--- config.mk ---
export PLATFORM = sky130hd
export DESIGN_NAME = vga_scan_out_flat
export DESIGN_NICKNAME = d
export VERILOG_FILES = /design/src/rtl/vga_scan_out_if.sv /design/src/rtl/vga_scan_out.sv /design/src/flat_wrapper.sv
export SDC_FILE = /design/constraint.sdc
export NUM_CORES = 1
export LEC_CHECK = 0
export CAP_MARGIN = 20
export CORE_MARGIN = 8
export CORE_UTILIZATION = 38
export DETAILED_ROUTE_END_ITERATION = 8
export GPL_ROUTABILITY_DRIVEN = 1
export SKIP_CTS_REPAIR_TIMING = 1
export SYNTH_ARGS = -nofsm -noshare
export SYNTH_HDL_FRONTEND = slang
export SYNTH_SLANG_ARGS = --single-unit
--- constraint.sdc ---
create_clock -name clk -period 2.05 [get_ports clk]
set_clock_uncertainty 0.2 [all_clocks]
set_input_delay 0.41 -clock clk [delete_from_list [all_inputs] [get_ports clk]]
set_output_delay 0.41 -clock clk [all_outputs]
set_load 0.05 [all_outputs]
--- src/rtl/vga_scan_out_if.sv ---
// rtl/vga_scan_out_if.sv - pixel FIFO read port between the frame-fill FIFO and VGA scan-out
interface vga_scan_out_if;
  logic        fifo_empty;
  logic [23:0] fifo_dout;
  logic        fifo_rd_en;

  // master is the consumer that issues pops; slave is the FIFO
  modport master (input fifo_empty, input fifo_dout, output fifo_rd_en);
  modport slave  (output fifo_empty, output fifo_dout, input fifo_rd_en);
endinterface

--- src/rtl/vga_scan_out.sv ---
// rtl/vga_scan_out.sv - VGA timing generator that pops one FIFO word per active pixel
module vga_scan_out #(
  parameter int CLK_DIV  = 4,
  parameter int H_ACTIVE = 640,
  parameter int H_FP     = 16,
  parameter int H_SYNC   = 96,
  parameter int H_BP     = 48,
  parameter int V_ACTIVE = 480,
  parameter int V_FP     = 10,
  parameter int V_SYNC   = 2,
  parameter int V_BP     = 33,
  parameter bit SYNC_POL = 1'b0
) (
  input  logic           clk,
  input  logic           rst,
  vga_scan_out_if.master fifo,
  output logic [7:0]     vga_r,
  output logic [7:0]     vga_g,
  output logic [7:0]     vga_b,
  output logic           vga_hsync,
  output logic           vga_vsync,
  output logic           vga_blank,
  output logic           frame_start,
  output logic           underflow
);
  localparam int H_TOTAL = H_ACTIVE + H_FP + H_SYNC + H_BP;
  localparam int V_TOTAL = V_ACTIVE + V_FP + V_SYNC + V_BP;
  localparam int DW = (CLK_DIV > 2) ? $clog2(CLK_DIV) : 1;
  localparam int HW = $clog2(H_TOTAL);
  localparam int VW = $clog2(V_TOTAL);

  typedef enum logic {S_WAIT, S_RUN} state_t;

  state_t        state, state_nxt;
  logic [DW-1:0] div_cnt;
  logic [HW-1:0] h_cnt;
  logic [VW-1:0] v_cnt;
  logic          tick, active, at_end, in_hs, in_vs;
  logic          pop, starve;
  logic          tick_d, pop_d, hs_d, vs_d, fs_d;

  assign tick   = (div_cnt == DW'(CLK_DIV - 1));
  assign active = (h_cnt < HW'(H_ACTIVE)) && (v_cnt < VW'(V_ACTIVE));
  assign at_end = (h_cnt == HW'(H_TOTAL - 1)) && (v_cnt == VW'(V_TOTAL - 1));
  assign in_hs  = (h_cnt >= HW'(H_ACTIVE + H_FP)) && (h_cnt < HW'(H_ACTIVE + H_FP + H_SYNC));
  assign in_vs  = (v_cnt >= VW'(V_ACTIVE + V_FP)) && (v_cnt < VW'(V_ACTIVE + V_FP + V_SYNC));

  always_ff @(posedge clk or negedge rst) begin
    if (!rst) begin
      div_cnt <= '0;
      h_cnt   <= '0;
      v_cnt   <= '0;
    end else if (tick) begin
      div_cnt <= '0;
      if (h_cnt == HW'(H_TOTAL - 1)) begin
        h_cnt <= '0;
        v_cnt <= (v_cnt == VW'(V_TOTAL - 1)) ? '0 : v_cnt + 1'b1;
      end else begin
        h_cnt <= h_cnt + 1'b1;
      end
    end else begin
      div_cnt <= div_cnt + 1'b1;
    end
  end

  always_ff @(posedge clk or negedge rst) begin
    if (!rst) state <= S_WAIT;
    else      state <= state_nxt;
  end

  // Arming only happens at the frame boundary so a frame is never shown partially
  always_comb begin
    state_nxt = state;
    pop       = 1'b0;
    starve    = 1'b0;
    case (state)
      S_WAIT: if (tick && at_end && !fifo.fifo_empty) state_nxt = S_RUN;
      S_RUN: begin
        if (tick && active) begin
          if (fifo.fifo_empty) begin
            starve    = 1'b1;
            state_nxt = S_WAIT;
          end else begin
            pop = 1'b1;
          end
        end
      end
    endcase
  end

  assign fifo.fifo_rd_en = pop;

  // Stage 1 holds the tick's timing flags while the FIFO read data lands
  always_ff @(posedge clk or negedge rst) begin
    if (!rst) begin
      tick_d <= 1'b0;
      pop_d  <= 1'b0;
      hs_d   <= ~SYNC_POL;
      vs_d   <= ~SYNC_POL;
      fs_d   <= 1'b0;
    end else begin
      tick_d <= tick;
      if (tick) begin
        pop_d <= pop;
        hs_d  <= in_hs ? SYNC_POL : ~SYNC_POL;
        vs_d  <= in_vs ? SYNC_POL : ~SYNC_POL;
        fs_d  <= (h_cnt == '0) && (v_cnt == '0);
      end
    end
  end

  always_ff @(posedge clk or negedge rst) begin
    if (!rst) begin
      {vga_r, vga_g, vga_b} <= 24'd0;
      vga_blank   <= 1'b1;
      vga_hsync   <= ~SYNC_POL;
      vga_vsync   <= ~SYNC_POL;
      frame_start <= 1'b0;
      underflow   <= 1'b0;
    end else begin
      frame_start <= tick_d & fs_d;
      if (tick_d) begin
        {vga_r, vga_g, vga_b} <= pop_d ? fifo.fifo_dout : 24'd0;
        vga_blank <= ~pop_d;
        vga_hsync <= hs_d;
        vga_vsync <= vs_d;
      end
      if (starve) underflow <= 1'b1;
    end
  end
endmodule
--- src/flat_wrapper.sv ---
// flat-port wrapper written by rule: the top's interface ports become plain ports
module vga_scan_out_flat 
#(
  parameter int CLK_DIV  = 4,
  parameter int H_ACTIVE = 640,
  parameter int H_FP     = 16,
  parameter int H_SYNC   = 96,
  parameter int H_BP     = 48,
  parameter int V_ACTIVE = 480,
  parameter int V_FP     = 10,
  parameter int V_SYNC   = 2,
  parameter int V_BP     = 33,
  parameter bit SYNC_POL = 1'b0
)
  (clk, rst, vga_r, vga_g, vga_b, vga_hsync, vga_vsync, vga_blank, frame_start, underflow, fifo_fifo_empty, fifo_fifo_dout, fifo_fifo_rd_en);
  vga_scan_out_if fifo_i ();
  input  logic clk;
  input  logic rst;
  output logic [7:0] vga_r;
  output logic [7:0] vga_g;
  output logic [7:0] vga_b;
  output logic vga_hsync;
  output logic vga_vsync;
  output logic vga_blank;
  output logic frame_start;
  output logic underflow;
  input wire logic [$bits(fifo_i.fifo_empty)-1:0] fifo_fifo_empty;
  input wire logic [$bits(fifo_i.fifo_dout)-1:0] fifo_fifo_dout;
  output wire logic [$bits(fifo_i.fifo_rd_en)-1:0] fifo_fifo_rd_en;
  assign fifo_i.fifo_empty = fifo_fifo_empty;
  assign fifo_i.fifo_dout = fifo_fifo_dout;
  assign fifo_fifo_rd_en = fifo_i.fifo_rd_en;
  vga_scan_out #(.CLK_DIV(CLK_DIV), .H_ACTIVE(H_ACTIVE), .H_FP(H_FP), .H_SYNC(H_SYNC), .H_BP(H_BP), .V_ACTIVE(V_ACTIVE), .V_FP(V_FP), .V_SYNC(V_SYNC), .V_BP(V_BP), .SYNC_POL(SYNC_POL)) u_core (.clk(clk), .rst(rst), .fifo(fifo_i), .vga_r(vga_r), .vga_g(vga_g), .vga_b(vga_b), .vga_hsync(vga_hsync), .vga_vsync(vga_vsync), .vga_blank(vga_blank), .frame_start(frame_start), .underflow(underflow));
endmodule
==> Word level (Yosys, flattened, before mapping) <==
Cells that the tools add are included.
{ "op_classes": {"n_eq_ne": 3, "mux": 15, "n_lt_le_gt_ge": 6, "n_addsub": 3, "n_reduce_logical": 12, "bitwise_logic": 3} }
{ "op_table": {"columns": ["cell", "n"], "rows": [
  ["$mux W24", 1],
  ["$add A10 B1 Y10 const B", 2],
  ["$eq A10 B10 Y1 const B", 2],
  ["$logic_not A10 Y1", 2],
  ["$lt A10 B10 Y1 const B", 2],
  ["$lt A10 B9 Y1 const B", 2],
  ["$mux W10", 2],
  ["$ge A10 B10 Y1 const B", 1],
  ["$ge A10 B9 Y1 const B", 1],
  ["$mux W1", 10],
  ["$logic_and A1 B1 Y1", 8],
  ["$add A2 B1 Y2 const B", 1],
  ["$eq A2 B2 Y1 const B", 1],
  ["$mux W2", 1],
  ["$not A1 Y1", 2],
  ["$pmux W1 S2", 1],
  ["$reduce_and A2 Y1", 1],
  ["$and A1 B1 Y1", 1],
  ["$logic_not A1 Y1", 1]
]} }
{ "totals": {"ff_bits": 57, "elab_cells": 59, "out_inout_bits": 30, "inputBits": 27} }

==> Logic depth before layout (Yosys ltp) <==
{ "logic_depth": {"word_depth": 6, "depth_mapped": 7} }

==> Least setup slack after synthesis <==
No wires, ideal clock.
{ "synth_path": {"path_kind": "reg2out", "from": "reg u_core.div_cnt[0]", "to": "out fifo_fifo_rd_en", "path_slack_ps": -114, "path_buffers": 0, "t_arrival_ps": 1554, "path_stages_with_launch": 5, "path_cell_list": "dfrtp_1 > ha_1 > nor2b_1 > nand4_1 > nor2_1"} }
{ "synth_via": {"elab_chain_len": 4} }
{ "synth_rtl": {"columns": ["item", "line_no", "source"], "rows": [
  ["from (decl)", "vga_scan_out.sv:35", "logic [DW-1:0] div_cnt;"],
  ["from (signal assigned)", "vga_scan_out.sv:62", "div_cnt <= div_cnt + 1'b1;"],
  ["$eq A2 B2 Y1", "vga_scan_out.sv:42", "assign tick = (div_cnt == DW'(CLK_DIV - 1));"],
  ["via u_core.tick", "vga_scan_out.sv:38", "logic tick, active, at_end, in_hs, in_vs;"],
  ["$logic_and A1 B1 Y1", "vga_scan_out.sv:79", "if (tick && active) begin"],
  ["$mux W1", "vga_scan_out.sv:79", null],
  ["$mux W1", "vga_scan_out.sv:76", "case (state)"],
  ["to (decl)", "flat_wrapper.sv:29", "output wire logic [$bits(fifo_i.fifo_rd_en)-1:0] fifo_fifo_rd_en;"]
]} }
The timed path passes the listed nets, and every way through them passes these cells.

==> Worst setup path after layout <==
{ "layout_path": {"from": "reg u_core.h_cnt[8]", "to": "out fifo_fifo_rd_en"} }
{ "layout_via": {"elab_chain_len": 5} }
{ "layout_rtl": {"columns": ["item", "line_no", "source"], "rows": [
  ["from (decl)", "vga_scan_out.sv:36", "logic [HW-1:0] h_cnt;"],
  ["from (signal assigned)", "vga_scan_out.sv:59", "h_cnt <= h_cnt + 1'b1;"],
  ["$lt A10 B10 Y1", "vga_scan_out.sv:43", "assign active = (h_cnt < HW'(H_ACTIVE)) && (v_cnt < VW'(V_ACTIVE));"],
  ["$logic_and A1 B1 Y1", "vga_scan_out.sv:43", null],
  ["$logic_and A1 B1 Y1", "vga_scan_out.sv:79", null],
  ["$mux W1", "vga_scan_out.sv:79", null],
  ["$mux W1", "vga_scan_out.sv:76", null]
]} }
No other way between the ends.

==> qor.yml <==
relSlewSlack_pct: 71.70
p_int_w: 0.001641
grt_max_degree: 41
vias: 2067
grt_pass1_wl_mm: 10.31
switching_share_pct: 21.79
pin_count: 57
final_util_pct: 51.95
grt_antenna_before_repair: 0
drc: 0
power-per-cell-area_nw_per_um2: 604.5
drt_wl_total_mm: 6.029
area_growth_syn_to_layout_pct: 33.82
cts-root-buf: "clkbuf_8"
rr_worst_depth: 4
start_util_pct: 38.82
worst_setup_path_end_kind: "primary output"
critical_path_class: "reg -> out"
rsz0062_at_grt: "yes"
synthDistinctLibCells: 39
clk_latency_ns: 0.32
max_freq_ghz: 0.4844
worstPathRequired_ns: 1.44
nNetsFinal: 359
gr-usage-all-layers_pct: 13.13
cts_tree: "done"
cts.sinks: 57
setup_viol: 1
globalRoute.totalOverflow: 0
vias_per_cell: 5.017
ant_nets: 0
drt-wirelength-per-cell_um: 14.63
first_pass_iters: 4
ys_ff_latch: 57
hold_class: "in -> async"
path_max_fanout: 6
p_leak_nw: 1.581
finalCritPeriodShare_pct: 100.7
power_frac_seq_pct: 53.7
synth_ff_type: "dfrtp_1"
drt_iter0_drc: 89
arrival_ns: 1.45
seq_area_sq_um: 1435
period_needed_ns: 2.064
pwr-share-comb_pct: 4.1
gp_congestion: 0.7887
ys_seq_area_share_pct: 55.23
synth_nets: 289
clockBufferDepth: 2
nFillCells: 618
synth_top_cells_by_area: "dfrtp_1, nand3_1, o21ai_0"
synth-async-reset-ratio_pct: 100.0
stdcell_area_sq_um: 3471
antennaDiodeCount: 0
yosysWarningCount: 0
max_cap_violations: 0
coreArea_sq_um: 6681
finalHoldViolations: 0
fin_ws_ns: -0.01439
synth_top_area_share_pct: 50.17
clkPwrFrac_pct: 42.2
dp.cells: 390
grt_pass1_vias: 2078
numCtsBuffers: 9
drive_gt1_share_pct: 23.80
dp_hpwl_mm: 4.395
setup_tns_ns: -0.01439
violations: "negative setup slack"
portBuffers: 56
instances_no_fill: 412
synthCells: 257
finalMaxSlewViolations: 0
die_h_um: 98.62
tightestPinTransition_ns: 0.4246
status: "complete, but fails checks"
clkTransAtPathRegs_ns: 0.07
synth.largest_area_cell: "dfrtp_1"
synth_edf_count: 0
switching_power_w: 0.0004572
peakVddDrop_v: 0.0003629
synth_area_sq_um: 2594
cp-start-kind: "flip-flop"
rows: 30
placed_area_sq_um: 3232
syn_avg_cell_area_sq_um: 10.09
multi_input_area_sq_um: 994.7
die_w_um: 98.62
die_area_sq_um: 9725
htree_levels: 3
## sequential cells by signal (all words and copies together), names as in the netlist
name,flops
u_core.h_cnt,10
u_core.div_cnt,2
u_core.vs_d,1
u_core.tick_d,1
u_core.vga_r,8
u_core.vga_hsync,1
u_core.vga_b,8
u_core.pop_d,1
u_core.vga_vsync,1
u_core.state,1
u_core.hs_d,1
u_core.vga_blank,1
u_core.v_cnt,10
u_core.underflow,1
u_core.vga_g,8
u_core.frame_start,1
u_core.fs_d,1
## cells in the final DEF, fill, tap and decap left out, drive strengths merged, types with 2 or more instances in the layout
cell type      count
a31oi              4
nand4              8
nor4               4
nand3             35
buf               48
o21ai             29
a21o               2
mux2               5
xor2               2
a21oi              7
nor2              10
and4               2
dfrtp             52
clkdlybuf4s50     25
nand2              6
and3               5
clkbuf            12
clkinv             4
inv               32
dfstp              5
nor3               3
xnor2              7
and2               4
ha                 5
nand3b             3
## per-stage QoR
stage | hold slack [ns] | total power [W] | setup slack (ns)
finish | 0.2369 | 0.002098 | -0.01439
global route | 0.2558 | 0.002198 | -0.1295
CTS | -0.3120 | 0.002139 | -0.1699
detailed placement | 0.04643 | 0.001235 | 0.1277
global placement | 0.04101 | 0.001234 | 0.1919
floorplan | -0.08559 | 0.001153 | 0.1072
## cells by family (layout without fill, tap and decap cells)
| logic type | count (synthesis) | in the layout | share of synthesized area [%] |
|---|---|---|---|
| simple gates | 86 | 86 | 19.25 |
| flops | 57 | 57 | 55.23 |
| compound gates | 47 | 47 | 10.08 |
| buf+inv | 47 | 122 | 7.429 |
| xor+xnor | 9 | 9 | 3.039 |
| mux | 6 | 6 | 2.557 |
| fa+ha+maj | 5 | 5 | 2.412 |
## worst max-delay path, stage by stage, from the launching register on
cell     delay, ns
dfrtp_2       0.45
o21ai_2       0.17
nand4_1       0.15
nor2_2        0.20
buf_12        0.16
## cells in the mapped netlist, drive strengths merged (2+ instances only)
library cell / count
xor2: 2
and3: 5
inv: 32
nand2: 6
nand3: 35
nor3: 3
mux2: 5
dfrtp: 52
nand4: 8
and4: 2
o21ai: 29
a31oi: 4
a21o: 2
dfstp: 5
clkbuf: 11
and2: 4
nor2: 10
ha: 5
a21oi: 7
nor4: 4
nand3b: 3
buf: 4
xnor2: 7
## layout make-up
type                    count  area share, %
repair buffers             74          18.89
clock buffers              12          4.182
inverters                  32          3.461
multi-input cells         153          28.66
flip-flops and latches     57          41.35
well taps                  80          2.884
clock inverters             4         0.5768
## per-layer routing
layer	routed length, um	vias up	track usage [%]
met3	403	4	4.722
li1	-	1024	-
met1	3019	981	17.65
met4	52	0	5.431
met2	2553	58	18.52
met5	0	-	0
## power groups by stage
stage,Combinational (W),Clock (W),Sequential (W)
2_1_floorplan,0.00000142,0,0.00115
3_3_place_gp,0.0000867,0,0.00115
3_5_place_dp,0.0000871,0,0.00115
4_1_cts,0.0000876,0.000924,0.00113
5_1_grt,0.0000941,0.000977,0.00113
6_report,0.0000860,0.000885,0.00113
## worst paths after layout
| kind | startpoint | endpoint | slack, ns |
|---|---|---|---|
| max | u_core.h_cnt[8]$_DFFE_PN0N_ | fifo_fifo_rd_en | -0.01 |
| min reg2reg | u_core.vga_blank$_DFFE_PN1P_ | u_core.vga_blank$_DFFE_PN1P_ | 0.27 |
| min | rst | u_core.vga_r[1]$_DFFE_PN0P_ | 0.24 |
| min in group clk | u_core.vga_blank$_DFFE_PN1P_ | u_core.vga_blank$_DFFE_PN1P_ | 0.27 |
| max in group asynchronous | rst | u_core.h_cnt[8]$_DFFE_PN0N_ | 0.89 |
| max reg2reg | u_core.v_cnt[5]$_DFFE_PN0P_ | u_core.v_cnt[0]$_DFFE_PN0P_ | 0.13 |
Power figures use the tool's default switching activity.
